## config.mk

```make
export PLATFORM = sky130hd
export DESIGN_NAME = affine_interp_filter_6tap
export DESIGN_NICKNAME = d
export VERILOG_FILES = /design/src/rtl/affine_interp_filter_6tap.sv
export SDC_FILE = /design/constraint.sdc
export NUM_CORES = 1
export LEC_CHECK = 0
export CAP_MARGIN = 10
export CELL_PAD_IN_SITES_DETAIL_PLACEMENT = 1
export CELL_PAD_IN_SITES_GLOBAL_PLACEMENT = 1
export CORE_ASPECT_RATIO = 1.2
export CORE_MARGIN = 4
export CORE_UTILIZATION = 55
export CTS_BUF_LIST = sky130_fd_sc_hd__clkbuf_4 sky130_fd_sc_hd__clkbuf_8 sky130_fd_sc_hd__clkbuf_16
export CTS_CLUSTER_DIAMETER = 100
export DETAILED_ROUTE_END_ITERATION = 8
export PLACE_DENSITY = 0.84
export SYNTH_ARGS = -nofsm -noshare
export SYNTH_HDL_FRONTEND = slang
export SYNTH_SLANG_ARGS = --single-unit
```

## constraint.sdc

```tcl
create_clock -name clk -period 12.2 [get_ports clk]
set_input_delay 1.83 -clock clk [delete_from_list [all_inputs] [get_ports clk]]
set_output_delay 1.83 -clock clk [all_outputs]
set_load 0.03 [all_outputs]
```

## src/rtl/affine_interp_filter_6tap.sv

```systemverilog
// 6-tap quarter-pel interpolation filter for the affine MC path.
// One sample in per handshake; sliding 6-sample window; shift-add coefficient
// products; products -> sum -> round/clip pipeline. A downstream stall freezes
// every register, including the window.

// Per-tap multiplier. All four phase products are built from constant
// shift-add trees, then the active phase selects one.
module aif_tap #(
  parameter int IN_W = 16,
  parameter int TAP  = 0
) (
  input  logic signed [IN_W-1:0] x,
  input  logic        [1:0]      ph,
  output logic signed [IN_W+7:0] p
);
  localparam int PW = IN_W + 8;

  function automatic int coef(input int t, input int f);
    int c;
    c = 0;
    case (t)
      0, 5: case (f) 0: c = 0;  1: c = 1;   2: c = 2;   default: c = 1;   endcase
      1:    case (f) 0: c = 0;  1: c = -8;  2: c = -11; default: c = -3;  endcase
      2:    case (f) 0: c = 64; 1: c = 60;  2: c = 41;  default: c = 13;  endcase
      3:    case (f) 0: c = 0;  1: c = 13;  2: c = 41;  default: c = 60;  endcase
      default: case (f) 0: c = 0; 1: c = -3; 2: c = -11; default: c = -8; endcase
    endcase
    return c;
  endfunction

  // c is an elaboration constant, so this folds to a fixed adder tree.
  function automatic logic signed [PW-1:0] mcm(input logic signed [IN_W-1:0] v, input int c);
    int a;
    logic signed [PW-1:0] xe, acc;
    a   = (c < 0) ? -c : c;
    xe  = PW'(v);
    acc = '0;
    for (int k = 0; k < 7; k++)
      if (a[k]) acc = acc + (xe <<< k);
    return (c < 0) ? -acc : acc;
  endfunction

  logic signed [PW-1:0] pr [4];

  for (genvar f = 0; f < 4; f++) begin : g_ph
    assign pr[f] = mcm(x, coef(TAP, f));
  end

  assign p = pr[ph];
endmodule

module affine_interp_filter_6tap #(
  parameter int IN_W  = 16,
  parameter int OUT_W = 16,
  parameter int SHIFT = 6,
  parameter int CLIP  = 1
) (
  input  logic             clk,
  input  logic             rst_n,
  input  logic             in_valid,
  output logic             in_ready,
  input  logic [IN_W-1:0]  in_data,
  input  logic             in_row_start,
  input  logic [1:0]       in_phase,
  output logic             out_valid,
  input  logic             out_ready,
  output logic [OUT_W-1:0] out_data,
  output logic [1:0]       out_phase
);
  localparam int NTAP   = 6;
  localparam int STAGES = 3;
  localparam int PW     = IN_W + 8;
  localparam logic signed [PW-1:0] RND  = (SHIFT == 0) ? PW'(0) : PW'(1 << ((SHIFT > 0) ? SHIFT - 1 : 0));
  localparam logic signed [PW-1:0] MAXV = PW'((1 << (OUT_W - 1)) - 1);
  localparam logic signed [PW-1:0] MINV = PW'(-(1 << (OUT_W - 1)));

  typedef enum logic [1:0] {IDLE, FILL, RUN} state_t;

  state_t                      state, state_nx;
  logic [2:0]                  fill, fill_nx;
  logic [NTAP-1:0][IN_W-1:0]   win;
  logic [1:0]                  phase_r;
  logic [STAGES:0]             vld_pipe;
  logic [STAGES:1][1:0]        ph_pipe;
  logic [NTAP-1:0][PW-1:0]     prod, prod_r;
  logic signed [PW-1:0]        sum, sum_r, rnd_y;
  logic [OUT_W-1:0]            y_out;
  logic                        stall, adv, in_fire, win_fire;

  assign stall     = out_valid & ~out_ready;
  assign adv       = ~stall;
  assign in_ready  = ~stall;
  assign in_fire   = in_valid & in_ready;
  assign out_valid = vld_pipe[STAGES];
  assign out_phase = ph_pipe[STAGES];

  // Fill tracking: IDLE until the first row_start, FILL while the window is short, RUN after.
  always_comb begin
    state_nx = state;
    fill_nx  = fill;
    win_fire = 1'b0;
    if (in_fire) begin
      if (in_row_start) begin
        state_nx = FILL;
        fill_nx  = 3'd1;
      end else begin
        case (state)
          FILL: begin
            fill_nx = fill + 3'd1;
            if (fill == 3'd5) begin
              state_nx = RUN;
              win_fire = 1'b1;
            end
          end
          RUN:     win_fire = 1'b1;
          default: ;
        endcase
      end
    end
  end

  // Window, phase and fill registers; row_start clears the window before the shift.
  always_ff @(posedge clk or negedge rst_n) begin
    if (!rst_n) begin
      state   <= IDLE;
      fill    <= 3'd0;
      phase_r <= 2'd0;
      win     <= '0;
    end else begin
      state <= state_nx;
      fill  <= fill_nx;
      if (in_fire && in_row_start) begin
        phase_r <= in_phase;
        win     <= {in_data, {((NTAP-1)*IN_W){1'b0}}};
      end else if (in_fire && state != IDLE) begin
        win <= {in_data, win[NTAP-1:1]};
      end
    end
  end

  for (genvar i = 0; i < NTAP; i++) begin : g_tap
    aif_tap #(.IN_W(IN_W), .TAP(i)) u_tap (
      .x (win[i]),
      .ph(phase_r),
      .p (prod[i])
    );
  end

  // Adder over the registered products.
  always_comb begin
    sum = '0;
    for (int i = 0; i < NTAP; i++) sum = sum + $signed(prod_r[i]);
  end

  assign rnd_y = (sum_r + RND) >>> SHIFT;

  // Saturate or wrap the normalised result to the output width.
  always_comb begin
    y_out = rnd_y[OUT_W-1:0];
    if (CLIP != 0) begin
      if (rnd_y > MAXV)      y_out = MAXV[OUT_W-1:0];
      else if (rnd_y < MINV) y_out = MINV[OUT_W-1:0];
    end
  end

  // Products/sum/output pipeline; phase travels with valid, all frozen on stall.
  always_ff @(posedge clk or negedge rst_n) begin
    if (!rst_n) begin
      vld_pipe <= '0;
      ph_pipe  <= '0;
      prod_r   <= '0;
      sum_r    <= '0;
      out_data <= '0;
    end else if (adv) begin
      vld_pipe[0]          <= win_fire;
      vld_pipe[STAGES:1]   <= vld_pipe[STAGES-1:0];
      ph_pipe[1]           <= phase_r;
      ph_pipe[STAGES:2]    <= ph_pipe[STAGES-1:1];
      prod_r               <= prod;
      sum_r                <= sum;
      out_data             <= y_out;
    end
  end
endmodule
```

## Yosys cells after proc, flatten, opt, wreduce, memory -nomap -nowiden

Index checks and enable logic that the tools add are counted.

- Add/sub/neg operators: 31
- Multiply operators: 0
- Div/mod/pow operators: 0
- Magnitude comparators: 3
- Eq/ne operators: 3
- Shift-type cells: 0
- Multiplexer cells: 31
- Bitwise operators: 5
- Reduce and logical (&&, ||, !) cells: 8

Operator list:

| cell | count |
|---|---|
| binary-select mux 24 bit (select 2 bit) | 6 |
| two-way mux 24 bit | 12 |
| two-way mux 96 bit | 2 |
| adder 24 bit | 5 |
| adder 18 x 19 -> 20 bit | 4 |
| negation 18 -> 24 bit | 2 |
| negation 19 -> 24 bit | 2 |
| negation 24 bit | 2 |
| adder 20 x 21 -> 22 bit | 2 |
| adder 20 x 20 -> 21 bit | 2 |
| adder 16 x 19 -> 20 bit | 2 |
| adder 19 x 19 -> 20 bit | 2 |
| adder 16 x 18 -> 19 bit | 2 |
| adder 16 x 17 -> 18 bit | 2 |
| two-way mux 16 bit | 2 |
| adder 24 x 21 -> 24 bit | 1 |
| adder 24 x 7 -> 24 bit (second input constant) | 1 |
| adder 21 x 21 -> 22 bit | 1 |
| greater-than comparator 18 x 16 -> 1 bit (second input constant) | 1 |
| less-than comparator 18 x 16 -> 1 bit (second input constant) | 1 |
| nonzero test 2 bit | 4 |
| two-way mux 2 bit | 3 |
| two-way mux 3 bit | 2 |
| adder 3 x 1 -> 3 bit (second input constant) | 1 |
| 12 further kinds | 17 |

- Bits in registers: 297
- Bits in latches: 0
- RAM bits: 0
- Memory bits (read-only): 0
- Logic and storage cells: 102
- Memories kept: 0

## Depth between registers and ports, before layout

- Depth in word-level cells: 7
- Gate-level depth with buffers: 20
- Mapped depth without buffers: 20

## Modules after synthesis

Synthesis repeated with hierarchy kept, for this count alone.

- Cell total of the unflattened synthesis: 3278
- Area total of the unflattened synthesis: 29121.7 um^2

Modules (own cells, without submodules):

| module | instances | cells each | area an instance (um^2) | sequential area each (um^2) |
|---|---|---|---|---|
| affine_interp_filter_6tap | 1 | 1424 | 14594.0 | 7307.0 |
| aif_tap at g_tap[2].u_tap | 1 | 473 | 4101.4 | 0.0 |
| aif_tap at g_tap[3].u_tap | 1 | 457 | 3933.8 | 0.0 |
| aif_tap at g_tap[4].u_tap | 1 | 442 | 3031.7 | 0.0 |
| aif_tap at g_tap[1].u_tap | 1 | 418 | 2955.3 | 0.0 |
| aif_tap at g_tap[0].u_tap ... | 2 | 32 | 252.7 | 0.0 |

## Worst setup path after synthesis

No wires, ideal clock.

- Kind: register -> register
- From: register win[17] (netlist bit)
- To: register prod_r[44] (netlist bit)
- Arrival: 4.831 ns
- Data required time: 12.074 ns
- Setup slack: 7.243 ns
- Stages on the path, launching flop included: 18
- Buffers on the path: 0
- Cells stage by stage: dfrtp_1 > inv_1 > ha_1 > a211oi_1 > o21ai_0 > a211oi_1 > o31ai_1 > xor2_1 > ha_1 > nor2_1 > a21oi_1 > o21a_1 > a311o_1 > xor2_1 > o21bai_4 > or4b_1 > or4_1 > a221o_1

- Cells in the longest elaborated chain, start to end: 6
- Elaborated cells between the ends (all ways): 8
- Classes of those cells: add/sub (5); mux (3)

Ends and longest elaborated chain:

| element | RTL line | source |
|---|---|---|
| from (decl) | 81 | `logic [NTAP-1:0][IN_W-1:0] win;` |
| from (signal assigned) | 134 | `win <= {in_data, {((NTAP-1)*IN_W){1'b0}}};` |
| from (signal assigned) | 136 | `win <= {in_data, win[NTAP-1:1]};` |
| adder 16 x 17 -> 18 bit | 39 | `if (a[k]) acc = acc + (xe <<< k);` |
| adder 18 x 19 -> 20 bit | 39 |  |
| negation 24 bit | 40 | `return (c < 0) ? -acc : acc;` |
| binary-select mux 24 bit (select 2 bit) * | 49 | `assign p = pr[ph];` |
| two-way mux 24 bit (not written as such) * (2 in a row) | 49 |  |
| to (signal assigned) | 179 | `prod_r <= prod;` |
| to (decl) | 85 | `logic [NTAP-1:0][PW-1:0] prod, prod_r;` |

Mark *: on every way between the ends. The rest lies on a longest branch, timed or not. The select of a mux whose other input is x is not followed.
A chain may end at the register's enable or synchronous reset.

## Worst setup path after layout

- From: register win[64] (netlist bit)
- To: register prod_r[115] (netlist bit)

Same word-level chain as after synthesis.

==> load_flow_metrics.sql <==
INSERT INTO impl_metrics (metric_group, metric, value, unit) VALUES
('outcome', 'run_status', 'finished clean', ''),
('clocking', 'clock_sink_count', '274', ''),
('route', 'initialDrtViolationCount', '1617', ''),
('cells_and_area', 'final-instance-count-excl-fill', '3442', ''),
('sta', 'final_hold_viol_count', '0', ''),
('logic_synthesis', 'synth_enable_flop_cells', '0', ''),
('sta', 'finalSetupViolCount', '0', ''),
('cells_and_area', 'syn_to_final_growth', '8.42', '%'),
('route', 'routed_wl', '90400', 'um'),
('logic_synthesis', 'syn_area_per_cell', '9.49', 'um^2'),
('floorplanning', 'die_height', '248', 'um'),
('clocking', 'cts_buffers', '31', ''),
('clocking', 'tritoncts_clock_tree', 'done', ''),
('clocking', 'max_buffers_root_to_sink', '3', ''),
('sta', 'timing_max_transition_violations_final', '0', ''),
('sta', 'finalCriticalPeriod', '5.98', 'ns'),
('clocking', 'cts-htree-levels', '1', ''),
('sta', 'fin_skew', '0.0296', 'ns'),
('route', 'post_drt_via_cell_ratio', '6.69', ''),
('global_route', 'global_route.peak_usage_layer', 'met2', ''),
('critical_path', 'cp_data_arrival_time', '6.46', 'ns'),
('clocking', 'postCtsResizedCells', '0', ''),
('logic_synthesis', 'synth_ff_type', 'sky130_fd_sc_hd__dfrtp_1', ''),
('sta', 'max-slew-margin-rel', '0.233', ''),
('place', 'placed_cells_incl_taps', '3385', ''),
('logic_synthesis', 'synth.distinct_cells', '86', ''),
('critical_path', 'worstPathRequired', '12.68', 'ns'),
('global_route', 'grt_remaining_overflow', '0', ''),
('global_route', 'use_met3', '0.0370', ''),
('route', 'via_count', '23000', ''),
('global_route', 'grtUsageMet1', '0.438', ''),
('global_route', 'grt_pass1_vias', '25000', ''),
('critical_path', 'cp.buffers_inverters', '1', ''),
('cells_and_area', 'diodes', '0', ''),
('clocking', 'clock_latency', '0.59', 'ns'),
('clocking', 'cts.clk_slew.worst_paths', '0.06', 'ns'),
('global_route', 'grt_start_max_net_pins', '159', ''),
('floorplanning', 'dieWidth', '208', 'um'),
('clocking', 'cts.root.buffer_cell', 'sky130_fd_sc_hd__clkbuf_16', ''),
('critical_path', 'worst_path_dominant_cell_family', 'compound AO/OA/AOI/OAI gates', ''),
('floorplanning', 'starting_density', '0.560', ''),
('global_route', 'first_pass_grt_wire_length', '143000', 'um'),
('clocking', 'cts-hold-fix-buffers', '0', ''),
('sta', 'final_min_period_over_clock_period', '0.490', ''),
('logic_synthesis', 'synth_area', '0.0264', 'mm^2'),
('cells_and_area', 'nets', '3247', ''),
('floorplanning', 'core_area', '0.0472', 'mm^2'),
('sta', 'max_freq', '0.167', 'GHz'),
('logic_synthesis', 'share_of_async_settable_or_async_resettable_flops_after_synthesis', '1.00', ''),
('critical_path', 'start_kind', 'flip-flop', ''),
('min_path', 'worst_hold_path_type', 'reg -> reg', ''),
('place', 'gp_congestion', '0.987', ''),
('critical_path', 'crit_chain', 'ha_1, inv_1, fa_1, nor2b_1, o21bai_1, nand2_1, a21oi_1, xnor2_1, ha_1, o21a_1, o21a_1, a211oi_1, o211ai_1, a2111oi_0, or4b_2, o41ai_2, mux2i_1, a21o_1', ''),
('route', 'drt-pass1-iter-count', '5', ''),
('logic_synthesis', 'syn_nets', '3235', ''),
('critical_path', 'cp_slowest_cell', 'sky130_fd_sc_hd__or4b_2', ''),
('route', 'final_antenna_net_count', '0', ''),
('cells_and_area', 'final_layout_size_suffix_gt1_frac', '0.0617', ''),
('floorplanning', 'die_area', '0.0517', 'mm^2'),
('place', 'portBuffers', '42', ''),
('route', 'wl_per_cell', '26.3', 'um'),
('sta', 'unrepaired_setup_endpoints_after_global_routing', 'no', ''),
('critical_path', 'setup.reg_to_reg.worst_slack', '6.22', 'ns'),
('floorplanning', 'ios', '43', ''),
('cells_and_area', 'layout.area.seq', '0.00686', 'mm^2'),
('logic_synthesis', 'synth_sequential_area_ratio', '0.259', ''),
('critical_path', 'worstSetupEndpointType', 'flip-flop', ''),
('global_route', 'grtUsageMet2', '0.615', ''),
('sta', 'finalWorstSetupSlack', '6.22', 'ns'),
('logic_synthesis', 'synth_warnings', '0', ''),
('route', 'post-route-drc-count', '0', '');
## registers in the layout, indices dropped and copies added (netlist names)
| signal | count |
|---|---|
| ph_pipe | 4 |
| out_phase | 2 |
| out_data | 16 |
| prod_r | 126 |
| vld_pipe | 4 |
| win | 96 |
| phase_r | 2 |
| state | 2 |
| fill | 3 |
| sum_r | 19 |
## synth_stat cells (all sizes together), types with 32 or more instances
library cell | instances | share of area
dfrtp | 274 | 0.26
nor2 | 256 | 0.036
ha | 233 | 0.11
nand2 | 201 | 0.029
fa | 194 | 0.15
a21oi | 162 | 0.031
xnor2 | 146 | 0.048
o21ai | 123 | 0.023
inv | 114 | 0.016
clkbuf | 93 | 0.013
a22o | 83 | 0.027
xor2 | 71 | 0.024
nand3 | 63 | 0.012
nor3 | 59 | 0.011
a221oi | 55 | 0.018
a21o | 54 | 0.015
o21a | 44 | 0.012
o211ai | 38 | 0.011
and3 | 32 | 0.0076
## kinds of logic (layout without fill, tap and decap cells)
group,Yosys count,in the layout,share of synthesized area
mux,49,49,0.0232
simple gates,798,798,0.144
xor+xnor,217,217,0.0719
fa+ha+maj,427,427,0.257
flops,274,274,0.259
buf+inv,224,258,0.0322
compound gates,796,796,0.212
## cell usage in the layout (no fill, tap or decap), types with 44 or more instances in the layout
master	n
sky130_fd_sc_hd__inv_1	112
sky130_fd_sc_hd__nand2_1	201
sky130_fd_sc_hd__o21a_1	44
sky130_fd_sc_hd__xor2_1	71
sky130_fd_sc_hd__fa_1	194
sky130_fd_sc_hd__a221oi_1	55
sky130_fd_sc_hd__a21o_1	53
sky130_fd_sc_hd__ha_1	233
sky130_fd_sc_hd__o21ai_0	120
sky130_fd_sc_hd__dfrtp_1	272
sky130_fd_sc_hd__nor3_1	58
sky130_fd_sc_hd__nor2_1	254
sky130_fd_sc_hd__xnor2_1	146
sky130_fd_sc_hd__a21oi_1	162
sky130_fd_sc_hd__a22o_1	83
sky130_fd_sc_hd__nand3_1	63
## through the flow
| stage | utilization | cell area, um^2 | hold slack (ns) |
|---|---|---|---|
| 2_1_floorplan | - | 26400 | 0.430 |
| 3_3_place_gp | 0.584 | 27600 | 0.450 |
| 3_5_place_dp | 0.584 | 27600 | 0.461 |
| 4_1_cts | 0.606 | 28600 | 0.474 |
| 5_1_grt | 0.607 | 28700 | 0.483 |
| 6_report | 0.607 | 28700 | 0.484 |
## final timing paths
path	start	end	cells after the start
worst max-delay path	win[64]	prod_r[115]	18
worst min-delay path	vld_pipe[2]	vld_pipe[2]	2
worst max register to register	win[64]	prod_r[115]	18
worst min register to register	vld_pipe[2]	vld_pipe[2]	2
max in group asynchronous	rst_n	win[33]	2
min in group asynchronous	rst_n	prod_r[29]	1
## cell type report
type | count | area share
inverter | 116 | 0.0154
clock inverter | 11 | 0.00402
timing repair buffer | 87 | 0.0276
tap | 623 | 0.0272
clock buffer | 44 | 0.0318
multi-input combinational | 2287 | 0.655
sequential | 274 | 0.239
## worst min-delay path, delay by kind of cell, from the launching register on
kind	cells	cell delay [ns]
simple gates	2	0.11
flops	1	0.34
## routing by layer
metal,vias up,part of all wire
met5,-,0.00030
met3,240,0.053
met4,4,0.048
li1,10200,-
met1,11800,0.40
met2,760,0.50
Power is left out: the tool's default activity adds up to more than one toggle a clock period on the data nets, which glitch-free logic cannot reach.
==> variant 1 (same settings) <==
`NTAP`: 6 -> 3.
--- a/src/rtl/affine_interp_filter_6tap.sv
+++ b/src/rtl/affine_interp_filter_6tap.sv
@@ -67,7 +67,7 @@
   output logic [OUT_W-1:0] out_data,
   output logic [1:0]       out_phase
 );
-  localparam int NTAP   = 6;
+  localparam int NTAP   = 3;
   localparam int STAGES = 3;
   localparam int PW     = IN_W + 8;
   localparam logic signed [PW-1:0] RND  = (SHIFT == 0) ? PW'(0) : PW'(1 << ((SHIFT > 0) ? SHIFT - 1 : 0));
Formal check against the unedited RTL: not equivalent (Yosys sat finds a counterexample within 10 cycles, from zero or initial values and one cycle with rst_n low).
==> variant 1 against the original RTL <==
- synthesized area is 45% lower
- synthesized cell count is 44% lower
- worst setup slack worse by 0.13 ns
- clock skew shrank 0.018 ns
- cell count fell by 44%
- global-route usage down 3.3 points
- routed wire length decreased by 52%
- cell area fell by 45%
- sequential cell count fell by 111
- critical endpoint is now prod_r[68]$_DFFE_PN0N_
Power is left out: the tool's default activity adds up to more than one toggle a clock period on the data nets, which glitch-free logic cannot reach.
==> variant 1: results (changes against the original RTL) <==
** CTS
- Number of buffers inserted to repair setup after CTS :: 0 (unchanged)
- The CTS buffer count was 17 (-45%).
- Clock buffer depth :: 2 (-1)
- Max H-tree Level :: 4 (+3)
- The clock network latency to the later pin of the worst-skew pair was 0.45 ns (-0.14 ns).

** Outcome
- The run finished with clean final reports.

** Global route
- Via count of the first global-routing pass :: 13500 (-46%)
- Number of antenna violations at the first check in global routing :: 0 (-2)
- Global-route wire length before repair :: 72.1 mm (-50%)
- All-Layer GR Usage :: 31.5% (-3.3 points)
- The pin count of the biggest net entering global routing came to 109 (-31%).

** Hold path
- Type of the worst min-delay path :: reg -> reg

** Drt
- Total detailed-routing wirelength :: 43.6 mm (-52%)
- Vias :: 12300 (-46%)
- Final routed wire length divided by cell count :: 22.6 µm (-14%)
- The detailed router's first-iteration violation count is 674 (-58%).

** Finish
- Fraction of final layout cells with drive strength greater than 1 :: 6.46% (+0.29 points)
- The final layout net count came to 1809 (-44%).
- In the final layout, the registers with the most flip-flops are prod_r (63), win (48), sum_r (19).

** Yosys
- Share of synthesized area occupied by flip-flops and latches :: 28.1% (+2.2 points)
- Ranking of synthesized cells by instance count :: 172 x sky130_fd_sc_hd__nor2_1, 163 x sky130_fd_sc_hd__dfrtp_1, 141 x sky130_fd_sc_hd__nand2_1, 136 x sky130_fd_sc_hd__ha_1, 93 x sky130_fd_sc_hd__xnor2_1
- Distinct cells, synth :: 80 (-7.0%)
- By area the synthesized netlist is led by sky130_fd_sc_hd__dfrtp_1 28%, sky130_fd_sc_hd__ha_1 12%, sky130_fd_sc_hd__fa_1 9.4%, sky130_fd_sc_hd__xnor2_1 5.6%, sky130_fd_sc_hd__nor2_1 4.5%.
- Average instance area after synthesis :: 9.26 µm² (-2.5%)

** Placement
- The weighted congestion at the end of routability-driven global placement was 0.934 (-5.4%).
- HPWL reported at the end of detailed placement :: 32.0 mm (-53%)
- Instance area after placement :: 15200 µm² (-45%)
- The placement-stage worst setup slack is 6.16 ns (-0.195 ns).
- Number of placed instances, taps included :: 1893 (-44%)

** Setup path
- Among all stages on the critical path, the largest delay is contributed by sky130_fd_sc_hd__a2111oi_0.
- Critical path peak fanout :: 13 (+2)
- The maximum single-stage delay on the critical path came to 0.79 ns (+0.13 ns).

** STA
- The worst clock skew is 0.0120 ns (-0.0175 ns).
- Worst-Margin Slew :: 1.06 ns (-0.0827 ns)
[variant 1: layer usage]
layer / track usage, % / vias up / routed length (µm)
li1: - / 5691 / -
met1: 38.0 / 6243 / 17400
met2: 57.0 / 300 / 22700
met3: 4.88 / 96 / 2020
met4: 11.1 / 0 / 1450
met5: 0 / - / 0
[variant 1: cell families (layout without fill, tap and decap cells)]
kind of cell | after synthesis | in the layout | share of synthesized area [%]
compound gates | 411 | 411 | 19.9
xor+xnor | 142 | 142 | 8.58
fa+ha+maj | 204 | 204 | 21.1
buf+inv | 117 | 146 | 3.11
flops | 163 | 163 | 28.1
mux | 40 | 40 | 3.76
simple gates | 489 | 489 | 15.4
[variant 1: worst paths after layout]
check / from / to / slack, ns / depth (start not counted)
setup / recovery: win[33]$_DFFE_PN0P_ / prod_r[68]$_DFFE_PN0N_ / 6.09 / 18
hold / removal: vld_pipe[2]$_DFFE_PN0N_ / vld_pipe[2]$_DFFE_PN0N_ / 0.46 / 2
setup reg to reg: win[33]$_DFFE_PN0P_ / prod_r[68]$_DFFE_PN0N_ / 6.09 / 18
hold reg to reg: vld_pipe[2]$_DFFE_PN0N_ / vld_pipe[2]$_DFFE_PN0N_ / 0.46 / 2
max in group asynchronous: rst_n / phase_r[0]$_DFFE_PN0P_ / 9.26 / 2
min in group asynchronous: rst_n / prod_r[0]$_DFFE_PN0N_ / 1.55 / 1
[variant 1: cell type report]
type	count	area (µm²)
Clock buffer	19	447
Clock inverter	13	173
Fill cell	2929	9860
Inverter	59	223
Multi-Input combinational cell	1286	9990
Sequential cell	163	4080
Tap cell	330	413
Timing Repair Buffer	55	519
==> variant 2 (config.mk and constraints unchanged) <==
Without the edit above. Reset style: synchronous (`rst_n`), changed in 2 clocked blocks.
--- a/src/rtl/affine_interp_filter_6tap.sv
+++ b/src/rtl/affine_interp_filter_6tap.sv
@@ -120,7 +120,7 @@
   end
 
   // Window, phase and fill registers; row_start clears the window before the shift.
-  always_ff @(posedge clk or negedge rst_n) begin
+  always_ff @(posedge clk) begin
     if (!rst_n) begin
       state   <= IDLE;
       fill    <= 3'd0;
@@ -164,7 +164,7 @@
   end
 
   // Products/sum/output pipeline; phase travels with valid, all frozen on stall.
-  always_ff @(posedge clk or negedge rst_n) begin
+  always_ff @(posedge clk) begin
     if (!rst_n) begin
       vld_pipe <= '0;
       ph_pipe  <= '0;
Check against the original RTL: no difference found for any inputs over 4 cycles, from zero or initial values and one cycle with rst_n low; that may be too few to reach the edited logic, so the function may still have changed.
==> variant 2 against the original RTL <==
- routed wire length rose by 3.9%
- synthesized area shrank 1.5%
- critical path type unchanged
- cell area decreased by 2.0%
- highest routed layer is now met4
- cell count increased by 8.4%
- sequential cell count is the same
- count of clock-buffer cells in the layout rose by 5
- worst setup slack improved by 0.083 ns
Power is left out: it rests on default switching activity, and per cell area and clock period it moved more than threefold.
==> variant 2: results (changes against the original RTL) <==
** Yosys
- Distinct cells, synth :: 95 (+10%)
- Mapped Nets :: 3570 (+10%)
- Ranking of synthesized cells by instance count :: 399 x sky130_fd_sc_hd__nand2_1, 292 x sky130_fd_sc_hd__a21oi_1, 274 x sky130_fd_sc_hd__dfxtp_1, 249 x sky130_fd_sc_hd__nor2_1, 233 x sky130_fd_sc_hd__ha_1
- Most area-consuming cells after synthesis :: sky130_fd_sc_hd__dfxtp_1 21%, sky130_fd_sc_hd__fa_1 15%, sky130_fd_sc_hd__ha_1 11%, sky130_fd_sc_hd__nand2_1 5.7%, sky130_fd_sc_hd__a21oi_1 5.6%
- Among all flip-flop cells after synthesis, the most frequent one is sky130_fd_sc_hd__dfxtp_1.
- The share of flip-flops with an asynchronous set or reset after synthesis was 0% (-100 points).

** Global route
- Pin count of the biggest net entering global routing :: 83 (-48%)
- Global-route wire length before repair :: 147 mm (+2.3%)
- Via count of the first global-routing pass :: 26300 (+5.1%)
- The total routing usage reported by global routing came to 36.5% (+1.7 points).
- The number of antenna violations at the first check in global routing was 3 (+1).

** Finish
- The fill cell total of the finished layout is 5614 (+6.5%).
- The final layout net count came to 3532 (+8.8%).
- The fraction of layout cells with a size suffix above 1 came to 5.12% (-1.1 points).

** Setup path
- Cells on worst reg2reg path :: 17 (-1)
- In this run the worst setup path begins at win[16]$_SDFFE_PP0P_.
- Critical path peak fanout :: 10 (-1)
- Critical register-to-register path startpoint :: win[16]$_SDFFE_PP0P_
- Crit path largest cell delay :: 0.85 ns (+0.19 ns)
- Cell with the biggest individual delay on the critical path :: sky130_fd_sc_hd__o311ai_0
- Arrival @ worst endpoint :: 6.32 ns (-0.14 ns)
- Worst r2r dst :: prod_r[46]$_SDFFE_PN0N_

** Placement
- The placement-stage worst setup slack came to 6.33 ns (-0.0290 ns).
- The half-perimeter wire length after detailed placement came to 69.5 mm (+1.8%).
- Final estimated routing congestion in global placement :: 1.04 (+4.9%)

** Drt
- Final routed wire length divided by cell count :: 25.2 µm (-4.1%)
- The detailed router's first-iteration violation count was 1632 (+0.93%).
- The number of iterations in the first detailed-routing pass is 6 (+1).
- The total via count after detailed routing was 24500 (+6.2%).

** CTS
- Max H-tree Level :: 2 (+1)
- Worst-Skew Late Latency :: 0.56 ns (-0.03 ns)
- Clock buffers created by TritonCTS :: 34 (+9.7%)
- The largest buffer count on any clock path came to 3 (unchanged).

** STA
- The remaining max-slew budget at the tightest pin was 12.5% (-11 points).
- Setup clock skew after layout :: 0.0310 ns (+0.00143 ns)

** Outcome
- The flow ran to the end, and the final reports show no timing, DRC or antenna violations.

** Hold path
- In this run the most critical hold path is launched from prod_r[120]$_SDFFE_PN0N_.
-- variant 2: cell families after synthesis --
logic type / Yosys count / share of synthesized area [%]
AOI/OAI and AO/OA: 875 / 21.8
xor gates and xnor gates: 212 / 7.13
buffers and inverters: 254 / 3.70
DFF: 274 / 21.1
and+or+nand+nor: 1051 / 18.8
adders and majority gates: 427 / 26.1
muxes: 27 / 1.42
-- variant 2: layout make-up --
class | instances | area share, %
Timing Repair Buffer | 69 | 2.24
Multi-Input combinational cell | 2592 | 69.9
Antenna cell | 2 | 0.0178
Clock buffer | 49 | 3.67
Inverter | 111 | 1.51
Clock inverter | 10 | 0.330
Tap cell | 623 | 2.77
Sequential cell | 274 | 19.5
-- variant 2: per-layer routing --
layer	up-vias	track usage, %	share of wire, %
met5	-	0	0
met4	0	17.8	5.5
met3	286	5.54	5.3
met2	718	66.1	51
met1	12300	41.5	38
li1	11100	-	-
-- variant 2: stage by stage --
| stage | area, µm² | hold slack (ns) | cells |
|---|---|---|---|
| detailed placement | 27000 | 0.453 | 3669 |
| CTS | 28100 | 0.464 | 3728 |
| floorplan | 26100 | 0.432 | 3120 |
| finish | 28100 | 0.460 | 3730 |
| global placement | 27000 | 0.439 | 3669 |
| global route | 28100 | 0.485 | 3730 |
-- variant 2: how the worst max path moves through the flow --
stage,end
finish,prod_r[46]$_SDFFE_PN0N_
global route,prod_r[46]$_SDFFE_PN0N_
CTS,prod_r[46]$_SDFFE_PN0N_
detailed placement,prod_r[46]$_SDFFE_PN0N_
global placement,in_ready
floorplan,in_ready
-- variant 2: critical path, delay by kind of cell (launching register included) --
kind	cells	cell delay [ns]
flip-flops	1	0.55
AND/OR/NAND/NOR	6	1.15
buffers and inverters	1	0.06
adder cells (fa/ha/maj)	3	1.19
AO/OA/AOI/OAI	6	2.48
XOR/XNOR	1	0.32
